===== src/rtl/pipeline_stall_ctrl.sv =====
// pipeline_stall_ctrl: stall/flush sequencer merging load-use, branch flush and data-memory miss handling.
module pipeline_stall_ctrl #(
    parameter int TIMEOUT = 64,
    parameter int COUNT_W = 16
) (
    input  logic               clk_i,
    input  logic               rst_i,
    input  logic               start_i,
    input  logic               load_use_i,
    input  logic               flush_i,
    input  logic               mem_access_i,
    input  logic               mem_hit_i,
    input  logic               mem_ack_i,
    output logic               pc_write_o,
    output logic               ifid_write_o,
    output logic               ifid_flush_o,
    output logic               idex_bubble_o,
    output logic               stall_all_o,
    output logic               mem_req_o,
    output logic               mem_err_o,
    output logic [COUNT_W-1:0] stall_cnt_o,
    output logic [COUNT_W-1:0] flush_cnt_o
);
    localparam int WW = $clog2(TIMEOUT + 1);
    localparam logic [2:0] IDLE   = 3'd0;
    localparam logic [2:0] RUN    = 3'd1;
    localparam logic [2:0] MISS   = 3'd2;
    localparam logic [2:0] RESUME = 3'd3;
    localparam logic [2:0] HALT   = 3'd4;
    logic [2:0]    state, state_nxt;
    logic [WW-1:0] wait_cnt;
    logic          miss, active, timeout, ld_stall;
    always_comb begin
        miss          = (state == RUN) & mem_access_i & ~mem_hit_i;
        timeout       = wait_cnt == WW'(TIMEOUT);
        stall_all_o   = (state == IDLE) | (state == HALT) | (state == MISS) | miss;
        active        = ((state == RUN) | (state == RESUME)) & ~stall_all_o;
        ifid_flush_o  = active & flush_i;
        idex_bubble_o = active & (flush_i | load_use_i);
        pc_write_o    = active & (flush_i | ~load_use_i);
        ifid_write_o  = pc_write_o;
        ld_stall      = active & load_use_i & ~flush_i;
    end
    always_comb begin
        state_nxt = state;
        case (state)
            IDLE:    state_nxt = start_i ? RUN : IDLE;
            RUN:     state_nxt = miss ? MISS : RUN;
            MISS:    state_nxt = mem_ack_i ? RESUME : (timeout ? HALT : MISS);
            RESUME:  state_nxt = RUN;
            HALT:    state_nxt = HALT;
            default: state_nxt = IDLE;
        endcase
    end
    // Wait counter reads 1 in the first MISS cycle; an ack on the TIMEOUT cycle still wins.
    always_ff @(posedge clk_i or negedge rst_i) begin
        if (!rst_i) begin
            state       <= IDLE;
            wait_cnt    <= '0;
            mem_req_o   <= 1'b0;
            mem_err_o   <= 1'b0;
            stall_cnt_o <= '0;
            flush_cnt_o <= '0;
        end else begin
            state       <= state_nxt;
            wait_cnt    <= miss ? WW'(1) :
                           (state == MISS && !mem_ack_i && !timeout) ? wait_cnt + WW'(1) :
                           (state == RESUME) ? '0 : wait_cnt;
            mem_req_o   <= miss;
            mem_err_o   <= mem_err_o | ((state == MISS) & ~mem_ack_i & timeout);
            if ((stall_all_o || ld_stall) && stall_cnt_o != '1)
                stall_cnt_o <= stall_cnt_o + COUNT_W'(1);
            if (ifid_flush_o && flush_cnt_o != '1)
                flush_cnt_o <= flush_cnt_o + COUNT_W'(1);
        end
    end
endmodule


===== config.mk =====
export PLATFORM = sky130hd
export DESIGN_NAME = pipeline_stall_ctrl
export DESIGN_NICKNAME = d
export VERILOG_FILES = /design/src/rtl/pipeline_stall_ctrl.sv
export SDC_FILE = /design/constraint.sdc
export NUM_CORES = 1
export LEC_CHECK = 0
export BUFFER_PORTS_ARGS = -buffer_cell sky130_fd_sc_hd__buf_2
export CAP_MARGIN = 20
export CORE_ASPECT_RATIO = 0.6
export CORE_MARGIN = 8
export CORE_UTILIZATION = 54
export CTS_CLUSTER_SIZE = 16
export DETAILED_ROUTE_END_ITERATION = 16
export GPL_ROUTABILITY_DRIVEN = 0
export PLACE_DENSITY_LB_ADDON = 0.15
export SETUP_SLACK_MARGIN = 0.15
export SLEW_MARGIN = 10
export SYNTH_ARGS = -nofsm -noshare
export SYNTH_HDL_FRONTEND = slang
export SYNTH_SLANG_ARGS = --single-unit

===== constraint.sdc =====
create_clock -name clk_i -period 2.33 [get_ports clk_i]
set_input_delay 0.466 -clock clk_i [delete_from_list [all_inputs] [get_ports clk_i]]
set_output_delay 0.466 -clock clk_i [all_outputs]
set_load 0.05 [all_outputs]

==> run_results.csv <==
group,metric,value,unit
global_routing,grt_pass1_wl,8052,um
global_routing,grt_pass1_vias,1692,
critical_path,ff2ff_path_depth,4,
die,rows,18,
finish,drive_gt1_share,26.94,%
sta,hold_viol_final,0,
cts,clockBufferDepth,2,
routing,first_iter_violations,66,
place,dp_hpwl,3676,um
critical_path,cp.depth,5,
sta,tns,0,ps
synth,ys_top_cells_by_count,"44 x dfrtp_1, 22 x nand3_1, 21 x xnor2_1, 18 x nand2_1, 13 x o21ai_0",
synth,synth_top_area_share,48.70,%
routing,wirelength,4873,um
synth,synth-seq-cells,44,
die,coreArea,0.004054,mm^2
synth,syn_avg_cell_area,10.37,um^2
cts,cts_tree,"done",
critical_path,slowest_stage,"dfrtp_2",
synth,yosysWarnings,0,
routing,drtPass1Iterations,4,
critical_path,crit_fanout,6,
pwr,power_density,1084,mW/mm^2
global_routing,antenna_found_initial,0,
sta,whs,150.7,ps
routing,wl_per_cell,15.18,um
sta,setup_viol,0,
die,die_w,99.54,um
pwr,peakVddDrop,0.0005947,V
finish,regArea,0.001104,mm^2
critical_path,max_stage_delay,450,ps
status,outcome,"complete, no violations",
synth,synthArstFlopShare,100.0,%
synth,synth_cell_types,44,
synth,synth.area.top_cells,"dfrtp_1 49%, xnor2_1 8.1%, nand3_1 4.9%",
routing,vias,1790,
finish,fill_cells,355,
routing,drc,0,
finish,diodes,0,
place,io_buffers,46,
sta,max_freq,0.4825,GHz
die,io-pin-count,47,
pwr,power,2.885,mW
place,placed_area,0.002546,mm^2
critical_path,crit_family,"simple AND/OR/NAND/NOR gates",
synth,synth-edff-count,0,
place,dp.cells,311,
routing,ant_nets,0,
sta,rsz0062_at_grt,"no",
routing,via_per_inst,5.576,
cts,holdBufCountCts,0,
synth,synth_flop_cell,"dfrtp_1",
finish,final_cells,321,
sta,finalCriticalPeriod,2073,ps
finish,multi_input_area,0.001090,mm^2
die,initial_core_util,55.77,%
critical_path,critPathBufInv,1,
sta,period_share,88.96,%
cts,insertion_delay,310,ps
synth,ys_seq_area_share,48.70,%
sta,fin_worst_skew,8.569,ps
cts,clkSinkCount,44,
cts,cts_buffers,5,
critical_path,cp_cell_sequence,"or3b_4 -> nand2_1 -> nand2_1 -> o21ai_0 -> buf_4",
synth,yosysMostFrequentCell,"dfrtp_1",
sta,setup_ws,257.3,ps
critical_path,path_common_cell,"nand2_1",
sta,tightest_slew,587.2,ps
global_routing,grt_max_degree,26,
finish,final_cell_area,0.002663,mm^2
global_routing,grt_usage,15.54,%
critical_path,critical_path_required,1860,ps
global_routing,grt_overflow,0,
finish,finish.utilization,65.68,%
finish,layout.nets,282,
synth,post-synth-top-area-cell,"dfrtp_1",
cts,cts-root-buf,"clkbuf_8",
synth,synth_area,0.002261,mm^2
die,die_h,66.12,um
critical_path,crit_type,"register to output port",
die,dieArea,0.006581,mm^2
pwr,p_leak,1.259,nW
flow_run,cap_viol_max_count,0,
sta,drv_slew,0,
critical_path,setup.worst_path.end_class,"output port",
min_path,holdCritPathClass,"primary input to asynchronous set/reset pin",
cts,cts.clk_slew.worst_paths,90,ps
cts,h-tree-depth,2,
critical_path,worst-endpoint-arrival,1610,ps
finish,syn2layout_area_growth,17.76,%
synth,syn-instance-count,218,
sta,slew_headroom,60.86,%
place,preCtsSetupSlack,292.0,ps
critical_path,cp-start-kind,"register",
synth,syn-num-nets,230,
-- cells by family (layout without fill, tap and decap cells) --
| kind of cell | count (synthesis) | count (layout) | synth area share [%] |
|---|---|---|---|
| simple gates | 93 | 93 | 23.96 |
| flops | 44 | 44 | 48.70 |
| compound gates | 32 | 32 | 9.241 |
| xor+xnor | 25 | 25 | 9.685 |
| buf+inv | 14 | 67 | 3.209 |
| mux | 6 | 6 | 2.988 |
| fa+ha+maj | 4 | 4 | 2.214 |
-- report_power, final --
| part | switching, mW | internal [mW] | total (mW) |
|---|---|---|---|
| combinational | 0.878 | 0.367 | 1.24 |
| clock | 0.281 | 0.240 | 0.521 |
| sequential | 0.209 | 0.911 | 1.12 |
| total | 1.37 | 1.52 | 2.89 |
-- sequential cells by signal, summed over array words and instances (netlist names) --
| register | cells |
|---|---|
| state | 3 |
| mem_req_o | 1 |
| stall_cnt_o | 16 |
| mem_err_o | 1 |
| flush_cnt_o | 16 |
| wait_cnt | 7 |
-- cells in the final DEF, fill, tap and decap left out, types with 3 or more instances in the layout --
master / synthesis / routed
nand2_1: 18 / 18
buf_4: 1 / 4
mux2_2: 5 / 5
buf_2: 1 / 45
xor2_1: 4 / 4
o21ai_0: 13 / 13
and3_1: 8 / 8
ha_1: 4 / 4
nand4_1: 11 / 11
nand2b_1: 5 / 5
clkbuf_8: 0 / 6
nor2b_1: 3 / 3
and2_1: 3 / 3
nand3_1: 22 / 22
a21oi_1: 4 / 4
dfrtp_1: 44 / 42
nor2_1: 9 / 8
xnor2_1: 21 / 21
o211ai_1: 3 / 3
inv_1: 8 / 8
-- layer usage --
layer	global-route usage (%)	part of all wire, %
met1	21.36	53
met2	21.48	39
met3	4.937	5.9
met4	7.678	1.6
met5	0	0
-- what timing repair did --
action,CTS,global route
cloned,0,0
buffers inserted,0,2
gates resized for setup,1,1
endpoints found under the setup margin,1,2
pin swaps,0,1
-- path summary, 6_finish.rpt --
check | from | to | slack, ps
max | state[1]$_DFF_PN0_ | stall_all_o | 260
min | rst_i | stall_cnt_o[9]$_DFFE_PN0P_ | 150
max reg2reg | flush_cnt_o[2]$_DFFE_PN0P_ | flush_cnt_o[1]$_DFFE_PN0P_ | 380
min reg2reg | wait_cnt[6]$_DFFE_PN0P_ | wait_cnt[6]$_DFFE_PN0P_ | 480
max in group asynchronous | rst_i | state[1]$_DFF_PN0_ | 1660
min in group clk_i | wait_cnt[6]$_DFFE_PN0P_ | wait_cnt[6]$_DFFE_PN0P_ | 480
-- final cells by class --
cell class                      instances  area share (%)
Clock buffer                            6           3.102
Clock inverter                          2          0.5639
Inverter                                9           1.269
Multi-Input combinational cell        160           40.93
Sequential cell                        44           41.45
Tap cell                               50           2.350
Timing Repair Buffer                   50           10.34
No activity file was read; power rests on OpenSTA's default activity.
